**config.mk**
```make
export PLATFORM = sky130hd
export DESIGN_NAME = miner_work_scheduler_flat
export DESIGN_NICKNAME = d
export VERILOG_FILES = /design/src/rtl/miner_work_scheduler_if.sv /design/src/rtl/miner_work_scheduler.sv /design/src/flat_wrapper.sv
export SDC_FILE = /design/constraint.sdc
export NUM_CORES = 1
export LEC_CHECK = 0
export ABC_AREA = 1
export ABC_CLOCK_PERIOD_IN_PS = 19800
export BUFFER_PORTS_ARGS = -buffer_cell sky130_fd_sc_hd__buf_2
export CAP_MARGIN = 15
export CELL_PAD_IN_SITES_DETAIL_PLACEMENT = 1
export CELL_PAD_IN_SITES_GLOBAL_PLACEMENT = 2
export CORE_AREA = 3 3 349 351
export CTS_BUF_LIST = sky130_fd_sc_hd__clkbuf_8 sky130_fd_sc_hd__clkbuf_16
export DETAILED_ROUTE_END_ITERATION = 10
export DIE_AREA = 0 0 352 354
export HOLD_SLACK_MARGIN = 0.08
export PLACE_DENSITY = 0.62
export SLEW_MARGIN = 20
export SYNTH_ARGS = -nofsm -noshare
export SYNTH_HDL_FRONTEND = slang
export SYNTH_SLANG_ARGS = --single-unit
```
**constraint.sdc**
```tcl
create_clock -name hash_clk -period 19.8 [get_ports hash_clk]
set_input_delay 0.99 -clock hash_clk [delete_from_list [all_inputs] [get_ports hash_clk]]
set_output_delay 0.99 -clock hash_clk [all_outputs]
set_load 0.01 [all_outputs]
```
**src/rtl/miner_work_scheduler_if.sv**
```systemverilog
// Signal bundle between the work scheduler, the host serial link and the hasher pair.
// The slave modport is the scheduler's view; master is the surrounding miner top level.
interface miner_work_scheduler_if;
    logic         work_valid;
    logic [255:0] work_midstate;
    logic [95:0]  work_data;
    logic [31:0]  work_nonce_start;
    logic [31:0]  work_nonce_end;
    logic [255:0] hs_midstate;
    logic [95:0]  hs_data;
    logic [31:0]  hs_nonce;
    logic         hs_feedback;
    logic [5:0]   hs_cnt;
    logic         hs_issue;
    logic         hit;
    logic [31:0]  hit_nonce;
    logic [31:0]  tx_word;
    logic         tx_send;
    logic         tx_busy;
    logic         busy;
    logic         work_done;
    logic         overflow;
    logic [15:0]  hit_count;

    modport master (
        output work_valid, work_midstate, work_data, work_nonce_start, work_nonce_end,
        output hit, hit_nonce, tx_busy,
        input  hs_midstate, hs_data, hs_nonce, hs_feedback, hs_cnt, hs_issue,
        input  tx_word, tx_send, busy, work_done, overflow, hit_count
    );

    modport slave (
        input  work_valid, work_midstate, work_data, work_nonce_start, work_nonce_end,
        input  hit, hit_nonce, tx_busy,
        output hs_midstate, hs_data, hs_nonce, hs_feedback, hs_cnt, hs_issue,
        output tx_word, tx_send, busy, work_done, overflow, hit_count
    );
endinterface

```
**src/rtl/miner_work_scheduler.sv**
```systemverilog
// Range-bounded, abortable nonce sequencer for the double-SHA-256 hasher pair,
// with stale-hit flushing and a small golden-nonce FIFO toward the transmitter.
module miner_work_scheduler #(
    parameter int LOOP_LOG2  = 0,
    parameter int LATENCY    = 131,
    parameter int FIFO_DEPTH = 4
) (
    input  logic                  hash_clk,
    input  logic                  reset,
    miner_work_scheduler_if.slave bus
);
    localparam int CW = $clog2(LATENCY + 2);
    localparam int AW = $clog2(FIFO_DEPTH);
    localparam logic [5:0]    CNT_LAST   = 6'((1 << LOOP_LOG2) - 1);
    localparam logic [CW-1:0] FLUSH_LOAD = CW'(LATENCY + 1);
    localparam logic [CW-1:0] DRAIN_LOAD = CW'(LATENCY);
    localparam logic [AW:0]   FIFO_FULL  = (AW + 1)'(FIFO_DEPTH);

    // IDLE wait | LOAD prime first slot | RUN issue slots | DRAIN await in-flight hits | DONE idle
    typedef enum logic [2:0] {S_IDLE, S_LOAD, S_RUN, S_DRAIN, S_DONE} state_t;

    state_t        state_q;
    logic [255:0]  midstate_q;
    logic [95:0]   data_q;
    logic [31:0]   start_q;
    logic [31:0]   end_q;
    logic [31:0]   nonce_q;
    logic [5:0]    cnt_q;
    logic          feedback_q;
    logic          issue_q;
    logic [CW-1:0] flush_q;
    logic [CW-1:0] drain_q;
    logic [31:0]   tx_word_q;
    logic          tx_send_q;
    logic          busy_q;
    logic          work_done_q;
    logic          overflow_q;
    logic [15:0]   hit_count_q;

    logic [31:0]   fifo_mem [FIFO_DEPTH];
    logic [AW-1:0] wr_ptr_q;
    logic [AW-1:0] rd_ptr_q;
    logic [AW:0]   count_q;
    logic [AW:0]   count_d;

    logic          hit_ok;
    logic          pop;
    logic          push;

    assign hit_ok = bus.hit && !bus.work_valid && (flush_q == '0) &&
                    ((state_q == S_RUN) || (state_q == S_DRAIN));
    assign pop    = (count_q != '0) && !bus.tx_busy && !tx_send_q;
    // A pop in the same cycle frees the slot the incoming hit needs.
    assign push   = hit_ok && ((count_q != FIFO_FULL) || pop);

    always_comb begin
        count_d = count_q;
        if (push && !pop) begin
            count_d = count_q + 1'b1;
        end else if (pop && !push) begin
            count_d = count_q - 1'b1;
        end
    end

    always_ff @(posedge hash_clk) begin
        if (push) begin
            fifo_mem[wr_ptr_q] <= bus.hit_nonce;
        end
    end

    always_ff @(posedge hash_clk or posedge reset) begin
        if (reset) begin
            state_q     <= S_IDLE;
            midstate_q  <= '0;
            data_q      <= '0;
            start_q     <= '0;
            end_q       <= '0;
            nonce_q     <= '0;
            cnt_q       <= '0;
            feedback_q  <= 1'b0;
            issue_q     <= 1'b0;
            flush_q     <= '0;
            drain_q     <= '0;
            tx_word_q   <= '0;
            tx_send_q   <= 1'b0;
            busy_q      <= 1'b0;
            work_done_q <= 1'b0;
            overflow_q  <= 1'b0;
            hit_count_q <= '0;
            wr_ptr_q    <= '0;
            rd_ptr_q    <= '0;
            count_q     <= '0;
        end else begin
            if (bus.work_valid) begin
                state_q     <= S_LOAD;
                midstate_q  <= bus.work_midstate;
                data_q      <= bus.work_data;
                start_q     <= bus.work_nonce_start;
                end_q       <= bus.work_nonce_end;
                cnt_q       <= '0;
                feedback_q  <= 1'b0;
                issue_q     <= 1'b0;
                flush_q     <= FLUSH_LOAD;
                busy_q      <= 1'b1;
                work_done_q <= 1'b0;
                overflow_q  <= 1'b0;
                hit_count_q <= '0;
            end else begin
                work_done_q <= 1'b0;
                if (flush_q != '0) begin
                    flush_q <= flush_q - 1'b1;
                end
                case (state_q)
                    S_LOAD: begin
                        state_q    <= S_RUN;
                        nonce_q    <= start_q;
                        cnt_q      <= '0;
                        feedback_q <= 1'b0;
                        issue_q    <= 1'b1;
                    end
                    S_RUN: begin
                        if (cnt_q == CNT_LAST) begin
                            cnt_q      <= '0;
                            feedback_q <= 1'b0;
                            if (nonce_q == end_q) begin
                                state_q <= S_DRAIN;
                                drain_q <= DRAIN_LOAD;
                                issue_q <= 1'b0;
                            end else begin
                                nonce_q <= nonce_q + 32'd1;
                                issue_q <= 1'b1;
                            end
                        end else begin
                            cnt_q      <= cnt_q + 6'd1;
                            feedback_q <= 1'b1;
                            issue_q    <= 1'b0;
                        end
                    end
                    S_DRAIN: begin
                        // Loaded with LATENCY, so leaving on 1 gives exactly LATENCY drain cycles.
                        if (drain_q <= CW'(1)) begin
                            state_q     <= S_DONE;
                            drain_q     <= '0;
                            busy_q      <= 1'b0;
                            work_done_q <= 1'b1;
                        end else begin
                            drain_q <= drain_q - 1'b1;
                        end
                    end
                    default: ;
                endcase
                if (hit_ok) begin
                    if (hit_count_q != 16'hFFFF) begin
                        hit_count_q <= hit_count_q + 16'd1;
                    end
                    if (!push) begin
                        overflow_q <= 1'b1;
                    end
                end
            end

            if (push) begin
                wr_ptr_q <= wr_ptr_q + 1'b1;
            end
            if (pop) begin
                tx_send_q <= 1'b1;
                tx_word_q <= fifo_mem[rd_ptr_q];
                rd_ptr_q  <= rd_ptr_q + 1'b1;
            end else begin
                tx_send_q <= 1'b0;
            end
            count_q <= count_d;
        end
    end

    assign bus.hs_midstate = midstate_q;
    assign bus.hs_data     = data_q;
    assign bus.hs_nonce    = nonce_q;
    assign bus.hs_feedback = feedback_q;
    assign bus.hs_cnt      = cnt_q;
    assign bus.hs_issue    = issue_q;
    assign bus.tx_word     = tx_word_q;
    assign bus.tx_send     = tx_send_q;
    assign bus.busy        = busy_q;
    assign bus.work_done   = work_done_q;
    assign bus.overflow    = overflow_q;
    assign bus.hit_count   = hit_count_q;
endmodule
```
**src/flat_wrapper.sv**
```systemverilog
// flat-port wrapper written by rule: the top's interface ports become plain ports
module miner_work_scheduler_flat 
#(
    parameter int LOOP_LOG2  = 0,
    parameter int LATENCY    = 131,
    parameter int FIFO_DEPTH = 4
)
  (hash_clk, reset, bus_work_valid, bus_work_midstate, bus_work_data, bus_work_nonce_start, bus_work_nonce_end, bus_hit, bus_hit_nonce, bus_tx_busy, bus_hs_midstate, bus_hs_data, bus_hs_nonce, bus_hs_feedback, bus_hs_cnt, bus_hs_issue, bus_tx_word, bus_tx_send, bus_busy, bus_work_done, bus_overflow, bus_hit_count);
  miner_work_scheduler_if bus_i ();
  input  logic hash_clk;
  input  logic reset;
  input wire logic [$bits(bus_i.work_valid)-1:0] bus_work_valid;
  input wire logic [$bits(bus_i.work_midstate)-1:0] bus_work_midstate;
  input wire logic [$bits(bus_i.work_data)-1:0] bus_work_data;
  input wire logic [$bits(bus_i.work_nonce_start)-1:0] bus_work_nonce_start;
  input wire logic [$bits(bus_i.work_nonce_end)-1:0] bus_work_nonce_end;
  input wire logic [$bits(bus_i.hit)-1:0] bus_hit;
  input wire logic [$bits(bus_i.hit_nonce)-1:0] bus_hit_nonce;
  input wire logic [$bits(bus_i.tx_busy)-1:0] bus_tx_busy;
  output wire logic [$bits(bus_i.hs_midstate)-1:0] bus_hs_midstate;
  output wire logic [$bits(bus_i.hs_data)-1:0] bus_hs_data;
  output wire logic [$bits(bus_i.hs_nonce)-1:0] bus_hs_nonce;
  output wire logic [$bits(bus_i.hs_feedback)-1:0] bus_hs_feedback;
  output wire logic [$bits(bus_i.hs_cnt)-1:0] bus_hs_cnt;
  output wire logic [$bits(bus_i.hs_issue)-1:0] bus_hs_issue;
  output wire logic [$bits(bus_i.tx_word)-1:0] bus_tx_word;
  output wire logic [$bits(bus_i.tx_send)-1:0] bus_tx_send;
  output wire logic [$bits(bus_i.busy)-1:0] bus_busy;
  output wire logic [$bits(bus_i.work_done)-1:0] bus_work_done;
  output wire logic [$bits(bus_i.overflow)-1:0] bus_overflow;
  output wire logic [$bits(bus_i.hit_count)-1:0] bus_hit_count;
  assign bus_i.work_valid = bus_work_valid;
  assign bus_i.work_midstate = bus_work_midstate;
  assign bus_i.work_data = bus_work_data;
  assign bus_i.work_nonce_start = bus_work_nonce_start;
  assign bus_i.work_nonce_end = bus_work_nonce_end;
  assign bus_i.hit = bus_hit;
  assign bus_i.hit_nonce = bus_hit_nonce;
  assign bus_i.tx_busy = bus_tx_busy;
  assign bus_hs_midstate = bus_i.hs_midstate;
  assign bus_hs_data = bus_i.hs_data;
  assign bus_hs_nonce = bus_i.hs_nonce;
  assign bus_hs_feedback = bus_i.hs_feedback;
  assign bus_hs_cnt = bus_i.hs_cnt;
  assign bus_hs_issue = bus_i.hs_issue;
  assign bus_tx_word = bus_i.tx_word;
  assign bus_tx_send = bus_i.tx_send;
  assign bus_busy = bus_i.busy;
  assign bus_work_done = bus_i.work_done;
  assign bus_overflow = bus_i.overflow;
  assign bus_hit_count = bus_i.hit_count;
  miner_work_scheduler #(.LOOP_LOG2(LOOP_LOG2), .LATENCY(LATENCY), .FIFO_DEPTH(FIFO_DEPTH)) u_core (.hash_clk(hash_clk), .reset(reset), .bus(bus_i));
endmodule
```
==> results.yml, run 1 <==
outcome:
  outcome: "completed"
global_route:
  grt_max_degree: 108
  grt_pass1_vias: 25100
  antenna_found_initial: 69
  overflow: 0
  grt_pass1_wl_um: 189000
  grt_usage_pct: 20.8
critical_path:
  critPathCaptureType: "register"
  crit_path_cell_trace: "buf_8 > inv_8 > buf_4 > buf_4 > buf_4 > nand2_1 > nand2_1"
  max_stage_delay_ps: 840
  required_ps: 20380
  cp.arrival_ps: 4390
  path_common_cell: "buf_4"
  worst-r2r-setup-slack_ps: 16490
  path_class: "in2reg"
  cp-start-kind: "input pin"
  slowest_stage: "buf_4"
  path_max_fanout: 101
sta:
  fin_skew_ps: 16.0
  tightest_slew_ps: 1010
  grt_setup_unrepaired: "false"
  timing.final.crit_share_pct: 19.3
  slew_violations: 0
  slew_headroom_pct: 32.4
  finalWorstSetupSlack_ps: 15990
  fmax_mhz: 262
  setup_violations: 0
  timing.final.crit_period_ps: 3810
  tns_ps: 0
  hold_viol: 0
placement:
  place_ws_ps: 15250
  placed_area_um2: 33500
  port_buffers: 896
  dp.cells: 5458
  gp_congestion: 0.880
  dp_hpwl_um: 101000
routing:
  finalWirelength_um: 132000
  first_pass_iters: 5
  vias: 24000
  via_per_inst: 4.28
  drtIter0Drc: 1398
  drcViolationCount: 0
  wl_per_cell_um: 23.5
  ant_nets: 0
synthesis:
  avgSynthCellArea_um2: 8.90
  synthAdderAreaFrac_pct: 0.670
  synth-seq-area-share_pct: 63.2
  muxShareOfSynthArea_pct: 0.262
  synth-warning-count: 0
  synth_simple_gate_area_share_pct: 26.7
  synthCells: 3060
  synth_seq_cells: 662
  synth_area_um2: 27200
  yosys.cell_types.count: 38
  synth_nets: 3527
  synth_top_family_by_area: "simple AND/OR/NAND/NOR gates"
  synth_compound_area_share_pct: 3.77
  synthXorXnorAreaFrac_pct: 1.96
power_and_ir_drop:
  powerDensity_nw_per_um2: 118
  cellLeakagePower_nw: 18.9
  ir_drop_mv: 0.0560
  switching_share_pct: 33.7
  pwr-share-clk_pct: 37.4
  power_frac_seq_pct: 40.0
  p_sw_w: 0.00144
  power_frac_comb_pct: 22.6
  p_int_w: 0.00285
clock_network:
  cts-root-buf: "clkbuf_16"
  holdBufCountCts: 0
  htree_levels: 3
  post_cts_resized: 0
  clkTransAtPathRegs_ps: 60
  cts-buffers-inserted: 86
  cts_tree: "done"
  clock_latency_ps: 640
  clock_sinks: 662
  cts_setup_buffers: 0
  cts_max_path_buffers: 3
die:
  row_count: 127
  dieWidth_um: 352
  die_h_um: 354
  die_area_um2: 125000
  start_util_pct: 22.8
  io_pins: 897
  core-area_um2: 119000
final_layout:
  fill_cells: 14100
  multi_input_area_um2: 9130
  final_area_um2: 36400
  area_growth_pct: 33.5
  drive_gt1_share_pct: 27.1
  fin_nets: 4401
  final_core_util_pct: 30.5
  seqCellArea_um2: 17200
  fin_cells: 5623
flow_run:
  max-cap-violations: 0
min_path:
  hold_path.class: "reg2reg"
[power by group through the flow]
stage / clock network, W / logic (W) / registers (W)
floorplan: 0 / 0.000503 / 0.00175
global placement: 0 / 0.000986 / 0.00174
detailed placement: 0 / 0.000997 / 0.00174
CTS: 0.00166 / 0.00100 / 0.00172
global route: 0.00172 / 0.00109 / 0.00174
finish: 0.00161 / 0.000968 / 0.00172
[path summary, 6_finish.rpt]
kind	start	to	depth (start not counted)
hold / removal	u_core.bus.hs_data[63]	u_core.bus.hs_data[63]	2
max in group asynchronous	reset	u_core.bus.hs_data[5]	4
setup / recovery	bus_work_valid	u_core.bus.hs_data[17]	7
hold reg to reg	u_core.bus.hs_data[63]	u_core.bus.hs_data[63]	2
min in group asynchronous	reset	u_core.bus.hs_midstate[26]	2
setup reg to reg	u_core.flush_q[0]	u_core.fifo_mem[0][29]	9
[logic make-up (layout without fill, tap and decap cells)]
logic type,after synthesis,after routing
other,0,9
AOI/OAI and AO/OA,195,195
muxes,7,7
DFF,662,662
buffers and inverters,238,1180
and+or+nand+nor,1883,1883
adders and majority gates,14,14
xor gates and xnor gates,61,61
[metrics by stage]
| stage | hold WS, ps | power [W] |
|---|---|---|
| after floorplan | 441 | 0.00225 |
| after global placement | 449 | 0.00273 |
| after detailed placement | 453 | 0.00274 |
| after CTS | 467 | 0.00438 |
| after global routing | 487 | 0.00455 |
| final | 462 | 0.00429 |
[cells in the mapped netlist]
library cell | count | area [µm²]
ha_1 | 13 | 163
mux2i_1 | 6 | 60.1
nand3_4 | 1 | 17.5
buf_1 | 5 | 18.8
o21a_1 | 1 | 7.51
inv_1 | 89 | 334
nor4_1 | 2 | 12.5
nand4_1 | 12 | 75.1
clkbuf_2 | 3 | 15.0
nand3_1 | 39 | 195
a211oi_1 | 1 | 7.51
or2_2 | 5 | 31.3
buf_6 | 2 | 22.5
nor3_2 | 2 | 20.0
dfrtp_1 | 534 | 13400
nor3_4 | 2 | 32.5
o21ai_0 | 136 | 681
o22ai_1 | 33 | 206
nor2_4 | 1 | 11.3
a21oi_1 | 13 | 65.1
nand2_2 | 2 | 12.5
o21ai_1 | 10 | 50.1
inv_2 | 7 | 26.3
mux2_2 | 1 | 11.3
or3_1 | 1 | 6.26
nor3_1 | 21 | 105
nand3b_1 | 6 | 45.0
clkinv_1 | 1 | 3.75
nand2_1 | 1624 | 6100
clkbuf_1 | 109 | 409
fa_1 | 1 | 20.0
xor2_1 | 32 | 280
a31o_2 | 1 | 8.76
nor2_1 | 165 | 619
edfxtp_1 | 128 | 3840
buf_2 | 20 | 100
buf_4 | 2 | 15.0
xnor2_1 | 29 | 254
[worst max-delay path, delay by kind of cell]
kind	cells	cell delay, ps
buf+inv	5	2910
simple gates	2	210
[area by class of cell]
cell class / count / share of cell area, %
Antenna cell: 9 / 0.0619
Tap cell: 1612 / 5.55
Clock buffer: 99 / 6.50
Clock inverter: 57 / 1.44
Sequential cell: 662 / 47.3
Timing Repair Buffer: 927 / 13.0
Multi-Input combinational cell: 2160 / 25.1
Inverter: 97 / 1.04
[registers in the layout, indices dropped and copies added (netlist names), 2 cells and up]
name	flops
u_core.bus.hs_midstate	256
u_core.start_q	32
u_core.fifo_mem	128
u_core.bus.hs_data	96
u_core.bus.hs_cnt	6
u_core.state_q	3
u_core.drain_q	8
u_core.wr_ptr_q	2
u_core.bus.hit_count	16
u_core.bus.hs_nonce	32
u_core.bus.tx_word	32
u_core.end_q	32
u_core.rd_ptr_q	2
u_core.count_q	3
u_core.flush_q	8
[routing by layer]
metal  up-vias  GRT usage [%]  routed length (µm)
met1     11700           24.5               52800
met3       226           6.92               10300
li1      11300              -                   -
met5         -              0                  82
met2       736           36.5               66100
met4        14           4.80                3080
[cells in the final DEF, fill, tap and decap left out, drive strengths merged]
| cell type | Yosys | routed |
|---|---|---|
| nand3b | 6 | 6 |
| clkinv | 1 | 21 |
| fa | 1 | 1 |
| inv | 96 | 120 |
| ha | 13 | 13 |
| nor3 | 25 | 25 |
| nand2 | 1626 | 1626 |
| a21oi | 13 | 13 |
| buf | 29 | 927 |
| diode | 0 | 9 |
| dfrtp | 534 | 534 |
| mux2i | 6 | 6 |
| mux2 | 1 | 1 |
| nor4 | 2 | 2 |
| bufinv | 0 | 9 |
| edfxtp | 128 | 128 |
| clkbuf | 112 | 99 |
| clkinvlp | 0 | 4 |
| xor2 | 32 | 32 |
| o22ai | 33 | 33 |
| nor2 | 166 | 166 |
| or2 | 5 | 5 |
| o21a | 1 | 1 |
| nand4 | 12 | 12 |
| a211oi | 1 | 1 |
| or3 | 1 | 1 |
| a31o | 1 | 1 |
| nand3 | 40 | 40 |
| xnor2 | 29 | 29 |
| o21ai | 146 | 146 |
Note: power is estimated with default switching activity, not from simulation.
==> run 2: changes to the inputs <==
- ABC_CLOCK_PERIOD_IN_PS: 19800 -> 3850
- clock period: 19.8 -> 3.85 ns (I/O delays scaled with it)
==> run 2 against run 1 <==
  * Combinational power rose to 5.7 times the previous value
  * Final cell count up 8.8%
  * Clock skew up 12 ps
  * Worst setup slack worse by 15000 ps
  * Largest cell class unchanged
  * Die area unchanged
  * First-iteration DRC count down 6.9%
==> results.yml, run 2 (same netlist as run 1, synthesis figures left out) <==
outcome:
  outcome: "completed"
critical_path:
  cp.arrival_ps: 3480
  critPathCaptureType: "register"
  path_class: "reg2reg"
  path_max_fanout: 7
  required_ps: 4370
  cp-start-kind: "register"
die:
  start_util_pct: 22.8
  row_count: 127
  die_h_um: 354
  die_area_um2: 125000
  io_pins: 897
  dieWidth_um: 352
  core-area_um2: 119000
sta:
  grt_setup_unrepaired: "false"
  tightest_slew_ps: 1070
  setup_violations: 0
  tns_ps: 0
  timing.final.crit_period_ps: 2960
  slew_headroom_pct: 28.7
  fin_skew_ps: 28.1
  fmax_mhz: 338
  hold_viol: 0
  slew_violations: 0
  timing.final.crit_share_pct: 77.0
final_layout:
  fin_cells: 6119
  drive_gt1_share_pct: 24.0
  final_area_um2: 41400
  largest_reg_flops: 256
  final_core_util_pct: 34.7
  final_cell_mix: "nand2_1 (1624), buf_2 (895), dfrtp_1 (533)"
  area_growth_pct: 51.8
  fill_cells: 14100
  final_common_cell: "nand2_1"
  multi_input_area_um2: 9110
  seqCellArea_um2: 17200
  fin_nets: 4900
clock_network:
  cts_max_path_buffers: 3
  cts_tree: "done"
  clock_sinks: 662
  cts_setup_buffers: 0
  clock_latency_ps: 650
  holdBufCountCts: 501
  cts-root-buf: "clkbuf_16"
  clkTransAtPathRegs_ps: 60
  htree_levels: 3
  post_cts_resized: 0
  cts-buffers-inserted: 84
routing:
  drcViolationCount: 0
  first_pass_iters: 5
  wl_per_cell_um: 22.6
  drtIter0Drc: 1302
  vias: 26000
  via_per_inst: 4.25
  finalWirelength_um: 138000
  ant_nets: 0
placement:
  gp_congestion: 0.849
  dp.cells: 5458
  placed_area_um2: 33500
  dp_hpwl_um: 103000
  port_buffers: 896
power_and_ir_drop:
  ir_drop_mv: 0.408
  cellLeakagePower_nw: 20.9
  powerDensity_nw_per_um2: 542
  power_w: 0.0224
global_route:
  grt_max_degree: 193
  antenna_found_initial: 34
  grt_pass1_wl_um: 200000
  overflow: 0
  grt_usage_pct: 21.8
  grt_pass1_vias: 28600
flow_run:
  max-cap-violations: 0
min_path:
  hold_path.class: "in2reg"
run 2: metal layers:
layer | track usage, % | share of wire, %
met4 | 7.37 | 3.4
met2 | 39.3 | 51
met3 | 6.48 | 6.7
met1 | 24.5 | 39
met5 | 0 | 0.016
run 2: worst paths after layout:
check                                            startpoint                     endpoint  slack [ps]  cells past startpoint
worst max-delay path                      u_core.flush_q[0]            u_core.count_q[2]         890                     12
worst min-delay path                                bus_hit          u_core.bus.overflow         130                      5
worst max register to register            u_core.flush_q[0]            u_core.count_q[2]         890                     12
worst min register to register  u_core.bus.hs_midstate[123]  u_core.bus.hs_midstate[123]         460                      2
max in group asynchronous                             reset        u_core.bus.tx_word[7]        2520                      4
min in group asynchronous                             reset  u_core.bus.hs_midstate[244]         260                      3
run 2: area by class of cell:
class	count	share of cell area [%]
sequential	662	41.6
clock buffer	97	5.60
tap	1612	4.88
multi-input combinational	2160	22.0
antenna	13	0.0786
timing repair buffer	1428	23.8
clock inverter	50	1.10
inverter	97	0.907
run 2: critical path, cell delays in order, from the launching register on:
cell and delay [ps]:
dfrtp_1 360, inv_1 130, ha_1 170, nand3_1 80
nor2_1 370, nand4_1 270, nor2_1 380, ha_1 220
inv_1 70, fa_1 380, a21oi_1 150, o21ai_0 110
xor2_1 150
run 2: power breakdown:
part | switching (W) | internal, W
Combinational | 0.00342 | 0.00205
Sequential | 0.000873 | 0.00796
Clock | 0.00330 | 0.00480
run 2: per-stage QoR:
| stage | setup WS [ps] | hold slack (ps) |
|---|---|---|
| floorplan | -3600 | 291 |
| global placement | 835 | 377 |
| detailed placement | 820 | 380 |
| CTS | 793 | 117 |
| global route | 577 | 167 |
| finish | 887 | 130 |
==> run 3: changes to the inputs <==
- ABC_CLOCK_PERIOD_IN_PS: 3850 -> 3100
- clock period: 3.85 -> 3.1 ns (I/O delays scaled with it)
==> run 3 against run 2 <==
  * Non-clock buffer count is 45 higher
  * Core utilization is 0.51 points higher
  * Via count is 0.75% higher
  * Critical endpoint unchanged
  * Die area stayed put
  * Critical path depth stayed put
  * Sequential share of layout area is 0.60 points lower
  * Final cell count is 0.96% higher
  * Flip-flop and latch count stayed put
  * Clock power is 26% higher
  * Largest cell class unchanged
==> results.yml, run 3 (same netlist as run 1, synthesis figures left out) <==
power_and_ir_drop:
  powerDensity_nw_per_um2: 670
  p_sw_w: 0.00939
  p_int_w: 0.0187
  power_frac_seq_pct: 38.4
  cellLeakagePower_nw: 21.2
  power_frac_comb_pct: 25.2
  pwr-share-clk_pct: 36.4
  switching_share_pct: 33.4
  ir_drop_mv: 0.386
  power_w: 0.0281
routing:
  finalWirelength_um: 134000
  vias: 26200
  ant_nets: 0
  drtIter0Drc: 1353
  wl_per_cell_um: 21.7
  first_pass_iters: 5
  drcViolationCount: 0
  via_per_inst: 4.24
clock_network:
  clock_sinks: 662
  cts-root-buf: "clkbuf_16"
  clock_latency_ps: 650
  cts-buffers-inserted: 84
  cts_setup_buffers: 0
  clkTransAtPathRegs_ps: 50
  cts_max_path_buffers: 3
  cts_tree: "done"
  htree_levels: 3
critical_path:
  path_max_fanout: 5
  required_ps: 3610
  max_stage_delay_ps: 380
  slowest_stage: "fa_1"
  worst-path-buf-inv: 2
  cp.arrival_ps: 2950
  crit_family: "adder cells"
  crit_path_cell_trace: "inv_1 > ha_1 > nand3_1 > nor2_1 > nand4_1 > nor2_1 > ha_1 > inv_1 > fa_1 > a21oi_1 > o21ai_0 > xor2_1"
  cp-start-kind: "register"
  path_class: "reg2reg"
  critPathCaptureType: "register"
global_route:
  antenna_found_initial: 40
  grt_max_degree: 168
  overflow: 0
  grt_usage_pct: 21.2
  grt_pass1_vias: 28700
  grt_pass1_wl_um: 197000
final_layout:
  final_cell_mix: "nand2_1 (1624), buf_2 (895), dfrtp_1 (533)"
  area_growth_pct: 54.1
  drive_gt1_share_pct: 24.4
  fin_nets: 4945
  final_common_cell: "nand2_1"
  largest_reg_flops: 256
sta:
  fmax_mhz: 409
  tns_ps: 0
  fin_skew_ps: 17.7
  tightest_slew_ps: 1150
  slew_violations: 0
  grt_setup_unrepaired: "false"
  hold_viol: 0
  slew_headroom_pct: 23.1
  timing.final.crit_share_pct: 78.8
  timing.final.crit_period_ps: 2440
  setup_violations: 0
placement:
  port_buffers: 896
  gp_congestion: 0.866
  dp_hpwl_um: 98800
die:
  io_pins: 897
  dieWidth_um: 352
  row_count: 127
  die_area_um2: 125000
  die_h_um: 354
  start_util_pct: 22.8
  core-area_um2: 119000
min_path:
  hold_path.class: "in2reg"
flow_run:
  max-cap-violations: 0
outcome:
  outcome: "completed"
run 3: cell types whose count changed in the layout (fill, tap and decap cells not counted), moves of 2 or more:
cell / previous run / this run
dlygate4sd3_1: 501 / 525
buf_4: 22 / 37
clkbuf_8: 10 / 20
diode_2: 13 / 21
buf_12: 9 / 14
clkinv_1: 6 / 2
clkbuf_16: 87 / 85
nor2_2: 4 / 2
nor2_4: 1 / 3
run 3: repair_timing:
item,CTS,global route
hold buffers,525,0
hold endpoints to repair,742,0
gates resized for setup,0,0
run 3: worst register-to-register path, delay by kind of cell (launching register included):
family | cells | cell delay, ps
buf+inv | 2 | 190
fa+ha+maj | 3 | 720
simple gates | 4 | 650
xor+xnor | 1 | 150
compound gates | 2 | 250
flops | 1 | 350
run 3: stage by stage:
stage	worst slack (ps)	std cells	util [%]	hold WS, ps	instance area [µm²]
2_1_floorplan	-4320	3060	-	254	27300
3_3_place_gp	589	5478	28.3	276	33800
3_5_place_dp	590	5478	28.3	275	33800
4_1_cts	575	6156	35.1	97.9	41900
5_1_grt	393	6177	35.2	131	42000
6_report	657	6178	35.2	128	42000
run 3: path summary, 6_finish.rpt:
kind | slack (ps) | depth (start not counted) | from | to
max | 660 | 12 | u_core.flush_q[0] | u_core.count_q[2]
min | 130 | 5 | bus_hit | u_core.bus.overflow
max reg2reg | 660 | 12 | u_core.flush_q[0] | u_core.count_q[2]
min reg2reg | 460 | 2 | u_core.bus.hs_data[85] | u_core.bus.hs_data[85]
max in group asynchronous | 1860 | 4 | reset | u_core.bus.hs_midstate[117]
min in group asynchronous | 160 | 3 | reset | u_core.bus.hs_midstate[238]
run 3: layout make-up:
cell class / count / area (µm²)
diodes: 21 / 52.6
clock buffers: 105 / 2400
clock inverters: 48 / 465
fillers: 14000 / 77400
inverters: 97 / 375
multi-input cells: 2160 / 9120
flip-flops and latches: 662 / 17200
well taps: 1612 / 2020
repair buffers: 1473 / 10300
run 3: layer usage:
layer  global-route usage (%)  vias up  routed length, µm
met1                     24.0    12900              52100
met2                     37.6      716              67900
li1                         -    12400                  -
met4                     8.00        2               5070
met3                     6.36      209               9220
met5                        0        -                  7
run 3: power groups by stage:
stage	registers, W	clock network (W)	logic [W]
finish	0.0108	0.0102	0.00709
global route	0.0109	0.0109	0.00795
CTS	0.0108	0.0106	0.00725
detailed placement	0.0109	0	0.00660
global placement	0.0109	0	0.00657
floorplan	0.0112	0	0.00322
